===== src/rtl/packet_buffer_read_arbiter.sv =====
// Round-robin read arbiter in front of packet_buffer_ram_driver.
// Grants one requester per cycle, or keeps a locked owner for a burst.
// Registers the winning address onto the RAM read port.
// Carries a requester tag alongside each read so the returned byte
// is steered back to the requester that issued it.
//
// Ports:
//   clk, reset      - clock, asynchronous active-low reset
//   req, lock, addr - per-requester request, burst lock, flattened address
//   gnt             - one-hot grant, combinational in the request cycle
//   rvalid, rdata   - one-hot return strobe and shared return data
//   ram_read_*      - driver read port (req/addr out, ready/out in)
//   tag_error       - sticky: driver ready disagreed with the tag pipeline
module packet_buffer_read_arbiter #(
  parameter int unsigned NUM_REQ      = 2,
  parameter int unsigned ADDR_WIDTH   = 11,
  parameter int unsigned DATA_WIDTH   = 8,
  parameter int unsigned READ_LATENCY = 2
) (
  input  logic                          clk,
  input  logic                          reset,
  input  logic [NUM_REQ-1:0]            req,
  input  logic [NUM_REQ-1:0]            lock,
  input  logic [NUM_REQ*ADDR_WIDTH-1:0] addr,
  output logic [NUM_REQ-1:0]            gnt,
  output logic [NUM_REQ-1:0]            rvalid,
  output logic [DATA_WIDTH-1:0]         rdata,
  output logic                          ram_read_req,
  output logic [ADDR_WIDTH-1:0]         ram_read_addr,
  input  logic                          ram_read_ready,
  input  logic [DATA_WIDTH-1:0]         ram_read_out,
  output logic                          tag_error
);

  localparam int unsigned IDX_W  = $clog2(NUM_REQ);
  localparam int unsigned SCAN_W = IDX_W + 1;

  typedef logic [SCAN_W-1:0] scan_t;
  typedef enum logic {FREE, LOCKED} state_t;

  state_t              state, state_next;
  logic [IDX_W-1:0]    owner, owner_next;
  logic [IDX_W-1:0]    rr_ptr, rr_ptr_next;
  logic [IDX_W-1:0]    win;
  logic                grant_any;
  scan_t               scan_idx;
  logic [ADDR_WIDTH-1:0] addr_arr [NUM_REQ];

  logic [IDX_W-1:0]    issue_idx;
  logic                tag_v [READ_LATENCY];
  logic [IDX_W-1:0]    tag_i [READ_LATENCY];
  logic                tag_out_v;
  logic [IDX_W-1:0]    tag_out_i;
  logic                mismatch;
  logic                err_q;

  for (genvar g = 0; g < NUM_REQ; g++) begin : g_addr
    assign addr_arr[g] = addr[g*ADDR_WIDTH +: ADDR_WIDTH];
  end

  // Arbitration: a locked owner that still requests wins outright;
  // otherwise scan upward from rr_ptr with wrap at NUM_REQ.
  always_comb begin
    win       = '0;
    grant_any = 1'b0;
    scan_idx  = '0;
    if (state == LOCKED && req[owner]) begin
      win       = owner;
      grant_any = 1'b1;
    end else begin
      for (int unsigned k = 0; k < NUM_REQ; k++) begin
        scan_idx = scan_t'({1'b0, rr_ptr}) + scan_t'(k);
        if (scan_idx >= scan_t'(NUM_REQ)) begin
          scan_idx = scan_idx - scan_t'(NUM_REQ);
        end
        if (!grant_any && req[scan_idx[IDX_W-1:0]]) begin
          grant_any = 1'b1;
          win       = scan_idx[IDX_W-1:0];
        end
      end
    end
  end

  always_comb begin
    gnt = '0;
    if (reset && grant_any) begin
      gnt[win] = 1'b1;
    end
  end

  // Every grant either takes/holds the lock (rr_ptr frozen) or ends in
  // FREE with rr_ptr advanced past the winner; this covers the final
  // unlocked beat of a burst as well as ordinary grants.
  always_comb begin
    state_next  = FREE;
    owner_next  = owner;
    rr_ptr_next = rr_ptr;
    if (grant_any) begin
      if (lock[win]) begin
        state_next = LOCKED;
        owner_next = win;
      end else begin
        rr_ptr_next = (win == IDX_W'(NUM_REQ - 1)) ? '0 : win + 1'b1;
      end
    end
  end

  always_ff @(posedge clk or negedge reset) begin
    if (!reset) begin
      state  <= FREE;
      owner  <= '0;
      rr_ptr <= '0;
    end else begin
      state  <= state_next;
      owner  <= owner_next;
      rr_ptr <= rr_ptr_next;
    end
  end

  always_ff @(posedge clk or negedge reset) begin
    if (!reset) begin
      ram_read_req  <= 1'b0;
      ram_read_addr <= '0;
      issue_idx     <= '0;
    end else begin
      ram_read_req <= grant_any;
      if (grant_any) begin
        ram_read_addr <= addr_arr[win];
        issue_idx     <= win;
      end
    end
  end

  // Tag pipeline fed from the issue register so the tag leaves it in
  // the same cycle the driver presents the matching byte.
  always_ff @(posedge clk or negedge reset) begin
    if (!reset) begin
      for (int unsigned s = 0; s < READ_LATENCY; s++) begin
        tag_v[s] <= 1'b0;
        tag_i[s] <= '0;
      end
    end else begin
      tag_v[0] <= ram_read_req;
      tag_i[0] <= issue_idx;
      for (int unsigned s = 1; s < READ_LATENCY; s++) begin
        tag_v[s] <= tag_v[s-1];
        tag_i[s] <= tag_i[s-1];
      end
    end
  end

  assign tag_out_v = tag_v[READ_LATENCY-1];
  assign tag_out_i = tag_i[READ_LATENCY-1];
  assign mismatch  = ram_read_ready ^ tag_out_v;

  always_ff @(posedge clk or negedge reset) begin
    if (!reset) begin
      err_q <= 1'b0;
    end else if (mismatch) begin
      err_q <= 1'b1;
    end
  end

  // Flag shows in the offending cycle itself, then stays via err_q.
  assign tag_error = err_q | (mismatch & reset);

  // A mismatch needs ready != valid, so the AND below already drops rvalid.
  always_comb begin
    rvalid = '0;
    for (int unsigned i = 0; i < NUM_REQ; i++) begin
      rvalid[i] = ram_read_ready & tag_out_v & (tag_out_i == IDX_W'(i));
    end
  end

  assign rdata = ram_read_out;

endmodule


===== config.mk =====
export PLATFORM = sky130hd
export DESIGN_NAME = packet_buffer_read_arbiter
export DESIGN_NICKNAME = d
export VERILOG_FILES = /design/src/rtl/packet_buffer_read_arbiter.sv
export SDC_FILE = /design/constraint.sdc
export NUM_CORES = 1
export LEC_CHECK = 0
export ABC_CLOCK_PERIOD_IN_PS = 1860
export CELL_PAD_IN_SITES_DETAIL_PLACEMENT = 0
export CELL_PAD_IN_SITES_GLOBAL_PLACEMENT = 1
export CORE_UTILIZATION = 28
export CTS_CLUSTER_SIZE = 14
export DETAILED_ROUTE_END_ITERATION = 12
export GPL_TIMING_DRIVEN = 0
export PLACE_DENSITY = 0.9
export SETUP_SLACK_MARGIN = 0.15
export SYNTH_ARGS = -nofsm -noshare
export SYNTH_HDL_FRONTEND = slang
export SYNTH_SLANG_ARGS = --single-unit

===== constraint.sdc =====
create_clock -name clk -period 1.86 [get_ports clk]
set_input_delay 0.372 -clock clk [delete_from_list [all_inputs] [get_ports clk]]
set_output_delay 0.372 -clock clk [all_outputs]
set_load 0.01 [all_outputs]

==> results of run 1 <==
[cells by family after synthesis]
group | count (synthesis) | synth area share (%)
AOI/OAI and AO/OA | 32 | 20.89
adders and majority gates | 1 | 1.117
buffers and inverters | 17 | 10.72
DFF | 21 | 46.93
muxes | 12 | 11.06
and+or+nand+nor | 21 | 9.274
[power groups by stage]
| stage | sequential, mW | combinational (mW) | clock, mW |
|---|---|---|---|
| 2_1_floorplan | 0.585 | 0.216 | 0 |
| 3_3_place_gp | 0.567 | 0.452 | 0 |
| 3_5_place_dp | 0.571 | 0.462 | 0 |
| 4_1_cts | 0.566 | 0.505 | 0.306 |
| 5_1_grt | 0.574 | 0.545 | 0.327 |
| 6_report | 0.566 | 0.508 | 0.295 |
[what timing repair did]
| item | 4_1_cts | 5_1_grt |
|---|---|---|
| buffers inserted | 6 | 1 |
| endpoints found under the hold margin | 0 | 0 |
| endpoints found under the setup margin | 5 | 3 |
| gates resized for setup | 23 | 2 |
| pin swaps | 2 | 0 |
[worst max path at each step]
stage,endpoint,slack [ns]
after global placement,gnt[0],-0.86
after global routing,gnt[0],0.02
final,gnt[0],0.07
after CTS,gnt[0],0.06
after floorplan,gnt[0],0.36
after detailed placement,gnt[0],-0.89
[stage by stage]
stage	worst slack [ns]	util (%)	std cells	hold slack [ns]	TNS (ns)
6_report	0.07129	47.79	214	0.07753	0
5_1_grt	0.02279	47.79	214	0.1091	0
4_1_cts	0.06296	47.76	213	0.2051	0
3_5_place_dp	-0.8941	45.15	203	0.3356	-2.903
3_3_place_gp	-0.8628	45.15	203	0.3340	-2.767
2_1_floorplan	0.3592	-	104	0.07641	0
[routing by layer]
layer / GRT usage (%) / routed length, um / vias to the layer above
met3: 2.604 / 192 / 9
met1: 16.79 / 1224 / 500
li1: - / - / 493
met2: 26.03 / 1479 / 50
met4: 9.783 / 91 / 0
met5: 0 / 0 / -
[cell type report]
type / instances / share of cell area (%)
plain buffers: 16 / 6.504
clock buffers: 3 / 2.308
clock inverters: 1 / 0.2797
inverters: 1 / 0.2098
multi-input cells: 66 / 27.48
flip-flops and latches: 21 / 29.37
well taps: 48 / 3.357
repair buffers: 58 / 30.49
[Yosys cell counts]
library cell | instances | share of area, %
dfrtp_1 | 21 | 47
nand2_1 | 12 | 4.0
buf_2 | 3 | 1.3
inv_1 | 1 | 0.33
clkbuf_1 | 1 | 0.33
a2bb2oi_1 | 1 | 0.78
buf_6 | 2 | 2.0
nor2_1 | 2 | 0.67
and2_1 | 2 | 1.1
o21ai_0 | 2 | 0.89
o211ai_1 | 2 | 1.3
or2_2 | 2 | 1.1
buf_4 | 10 | 6.7
nor2b_1 | 1 | 0.56
and3_1 | 1 | 0.56
ha_1 | 1 | 1.1
a21o_1 | 1 | 0.67
a32o_1 | 1 | 0.89
mux2i_2 | 1 | 1.2
a31o_2 | 11 | 8.6
o22ai_1 | 11 | 6.1
a21boi_0 | 1 | 0.67
nand2b_4 | 1 | 1.2
a21oi_1 | 2 | 0.89
mux2i_1 | 11 | 9.8
[worst max-delay path: cells and delay by family (launching register included)]
kind                   cells  cell delay, ns
DFF                        1            0.39
buffers and inverters      2            0.20
muxes                      1            0.24
and+or+nand+nor            2            0.33
==> results.json, run 1 <==
{
  "dieArea_mm2": 0.004256,
  "status": "finished, final reports clean",
  "dpl_cell_area_mm2": 0.001690,
  "portBuffers": 51,
  "hold_violations": 0,
  "drtIter0Drc": 6,
  "n_fill_cell": 370,
  "antenna_found_initial": 0,
  "start_util_pct": 29.91,
  "slowest_stage": "dfrtp_1",
  "via_per_inst": 4.916,
  "drv_slew": 0,
  "die_h_um": 65.24,
  "holdBufCountCts": 0,
  "final_common_cell": "clkdlybuf4s50_1",
  "fin_skew_ns": 0.001239,
  "first_pass_iters": 4,
  "path_clk_slew_ns": 0.07,
  "most-common-layout-cells": "44 x clkdlybuf4s50_1, 21 x dfrtp_1, 17 x buf_4",
  "routed_wl_um": 2987,
  "seq_area_frac_synth_pct": 46.93,
  "ant_nets": 0,
  "grt_max_degree": 25,
  "regArea_um2": 525.5,
  "yosys_warnings": 0,
  "max_cap_violations": 0,
  "p_total_mw": 1.370,
  "crit_top_cell": "buf_6",
  "cts_tree": "done",
  "p_int_uw": 978.9,
  "r2r_slack_ns": 0.34,
  "worstSetupPathType": "reg -> out",
  "htreeDepth": 1,
  "vias": 1052,
  "power_frac_seq_pct": 41.4,
  "synthCells": 104,
  "max_slew_margin_pct": 65.83,
  "setup_viol": 0,
  "worst-path-max-fanout": 2,
  "reg2reg_depth": 6,
  "core_area_mm2": 0.003744,
  "arrival_ns": 1.42,
  "path_cells": "mux2i_4 > nand2b_4 > buf_6 > and3_4 > buf_6",
  "p_clk_share_pct": 21.5,
  "cts_root_buf": "clkbuf_8",
  "power.switching_uw": 390.6,
  "grt_pass1_wl_um": 4809,
  "syn_avg_cell_area_um2": 10.77,
  "clock_latency_ns": 0.26,
  "p_leak_nw": 0.7795,
  "hp-class": "in -> async",
  "largest_register_ff_count": 11,
  "finish.instance_area_mm2": 0.001789,
  "clock_sinks": 21,
  "max_stage_delay_ns": 0.39,
  "row_count": 22,
  "syn_to_final_growth_pct": 59.78,
  "rsz0062_at_grt": "true",
  "wl_per_cell_um": 13.96,
  "timing.fmax_mhz": 559.1,
  "synthDistinctLibCells": 25,
  "powerDensity_mw_per_mm2": 765.5,
  "grt.overflow.total": 0,
  "pwr-share-comb_pct": 37.1,
  "startpoint_type": "register",
  "cp.required_ns": 1.49,
  "gp_congestion": 0.6772,
  "syn-cell-area_mm2": 0.001120,
  "nets": 205,
  "numCtsBuffers": 3,
  "antennaDiodeCount": 0,
  "drc": 0,
  "die_w_um": 65.24,
  "regToRegEndpoint": "ram_read_addr[7]",
  "min_period_over_period_pct": 96.17,
  "switching_share_pct": 28.52,
  "multiInputGateArea_um2": 491.7,
  "peakVddDrop_mv": 0.3599,
  "critPathCaptureType": "output port",
  "crit_start": "state",
  "reg2reg_from": "state",
  "ios": 62,
  "tightest_slew_ns": 0.5126,
  "cts_buffer_depth": 2,
  "layout_min_cycle_time_ns": 1.789,
  "synth_nets": 142,
  "ys_ff_latch": 21,
  "grt_use_total_pct": 15.02,
  "grt_pass1_vias": 1066,
  "largest-register": "ram_read_addr",
  "hpwl_um": 2149,
  "drive_gt1_share_pct": 28.31
}
No activity file was read; power rests on OpenSTA's default activity.
==> inputs of run 2 (changes only) <==
ABC_CLOCK_PERIOD_IN_PS = 1650   (was 1860)
PLACE_DENSITY = not set   (was 0.9)
PLACE_DENSITY_LB_ADDON = 0.1   (was not set)
clock period = 1.65 ns   (was 1.86 ns; I/O delays follow)
==> run 2 against run 1 <==
Effect of this change:
- the flow now finishes with violations (negative setup slack)
- global-route usage increased by 0.30 points
- clock power increased by 15%
- sequential share of layout area decreased by 0.082 points
- routed wire length decreased by 1.4%
- worst setup slack got worse by 0.18 ns
- clock skew increased by 0.0031 ns
- largest power group unchanged
==> results.json, run 2 (synthesis gave the netlist of run 1 again) <==
{
  "startpoint_type": "register",
  "cp.required_ns": 1.32,
  "pre_cts_ws_ns": -1.049,
  "antenna_found_initial": 0,
  "grt.overflow.total": 0,
  "syn_to_final_growth_pct": 60.22,
  "timing.fmax_mhz": 567.5,
  "max_slew_margin_pct": 63.86,
  "numCtsBuffers": 3,
  "portBuffers": 51,
  "powerDensity_mw_per_mm2": 841.3,
  "grt_use_total_pct": 15.32,
  "ios": 62,
  "cts_root_buf": "clkbuf_8",
  "grt_pass1_wl_um": 5016,
  "status": "complete, but fails checks",
  "n_fill_cell": 364,
  "row_count": 22,
  "vias": 1018,
  "routed_wl_um": 2946,
  "htreeDepth": 1,
  "drv_slew": 0,
  "start_util_pct": 29.91,
  "rsz0062_at_grt": "true",
  "path_clk_slew_ns": 0.08,
  "die_w_um": 65.24,
  "clock_sinks": 21,
  "final_common_cell": "clkdlybuf4s50_1",
  "clock_latency_ns": 0.26,
  "via_per_inst": 4.825,
  "gp_congestion": 0.6903,
  "core_area_mm2": 0.003744,
  "finish.instance_area_mm2": 0.001794,
  "worstSetupPathType": "reg -> out",
  "cts_tree": "done",
  "drc": 0,
  "worst-path-max-fanout": 2,
  "largest_register_ff_count": 11,
  "first_pass_iters": 4,
  "postLayoutSetupSlackWorst_ns": -0.1120,
  "min_period_over_period_pct": 106.8,
  "arrival_ns": 1.43,
  "drtIter0Drc": 32,
  "antennaDiodeCount": 0,
  "layout_min_cycle_time_ns": 1.762,
  "most-common-layout-cells": "32 x clkdlybuf4s50_1, 21 x dfrtp_1, 14 x buf_4",
  "fin_skew_ns": 0.004296,
  "placed_cells": 203,
  "die_h_um": 65.24,
  "dpl_cell_area_mm2": 0.001690,
  "ant_nets": 0,
  "final_util_pct": 47.93,
  "grt_pass1_vias": 1096,
  "violations": "negative setup slack",
  "critPathCaptureType": "output port",
  "hpwl_um": 1976,
  "max_cap_violations": 0,
  "drive_gt1_share_pct": 28.83,
  "dieArea_mm2": 0.004256,
  "setup_viol": 2,
  "grt_max_degree": 25,
  "p_leak_nw": 0.8495,
  "tightest_slew_ns": 0.5421,
  "wl_per_cell_um": 13.96,
  "hold_violations": 0,
  "nets": 202,
  "largest-register": "ram_read_addr",
  "cts_buffer_depth": 2,
  "p_total_mw": 1.509,
  "final_cells": 211,
  "hp-class": "in -> async",
  "peakVddDrop_mv": 0.4746
}
run 2: cell count changes in the layout (fill, tap and decap cells not counted), sizes merged:
cell           delta
buf               -1
dlymetal6s2s      +9
clkdlybuf4s50    -12
dlygate4sd2       +1
run 2: metal layers:
metal,up-vias,GRT usage [%],share of wire [%]
met1,484,19.19,45
met2,45,26.55,48
met5,-,0,0
met4,0,3.804,0.58
li1,487,-,-
met3,2,3.299,7.0
run 2: area by class of cell:
class | instances | area [um^2] | area share (%)
Multi-Input combinational cell | 66 | 504.2 | 28.10
Sequential cell | 21 | 525.5 | 29.29
Timing Repair Buffer | 55 | 534.3 | 29.78
Clock buffer | 3 | 41.29 | 2.301
Clock inverter | 1 | 5.005 | 0.2789
Buffer | 16 | 120.1 | 6.695
Inverter | 1 | 3.754 | 0.2092
Tap cell | 48 | 60.06 | 3.347
run 2: power breakdown:
part           internal [mW]  leakage, nW  total [mW]  switching (mW)
Sequential             0.588        0.237       0.635          0.0465
Clock                  0.168       0.0255       0.338           0.170
Combinational          0.315        0.587       0.537           0.222
run 2: what timing repair did:
action / in CTS / in global routing
endpoints found under the setup margin: 8 / 12
buffers inserted: 4 / 0
hold buffers: 0 / 0
resized for setup: 35 / 10
hold endpoints to repair: 0 / 0
cloned: 0 / 0
pin swaps: 2 / 1
run 2: worst paths after layout:
check	slack, ns	to	from	depth (start not counted)
max	-0.11	gnt[0]	state	5
min	0.05	tag_out_v	reset	1
max reg2reg	0.24	ram_read_addr[1]	state	5
min reg2reg	0.35	tag_out_i	tag_i[1]	0
max in group asynchronous	1.24	ram_read_addr[7]	reset	1
min in group clk	0.35	tag_out_i	tag_i[1]	0
run 2: through the flow:
step | setup TNS (ns) | hold slack (ns)
2_1_floorplan | 0 | 0.03441
3_3_place_gp | -3.623 | 0.3322
3_5_place_dp | -3.631 | 0.3370
4_1_cts | -0.2384 | 0.05004
5_1_grt | -0.3591 | 0.07791
6_report | -0.2175 | 0.04656
run 2: worst max-delay path: stages, from the launching register on:
cell and delay [ns]:
dfrtp_1 0.39, mux2i_4 0.25, nand2b_4 0.16, buf_8 0.10, and3_4 0.18, buf_6 0.10
==> inputs of run 3 (changes only) <==
CAP_MARGIN = 0   (was not set)
==> results of run 3 <==
The final DEF is identical to that of run 2; final timing and power are the same.
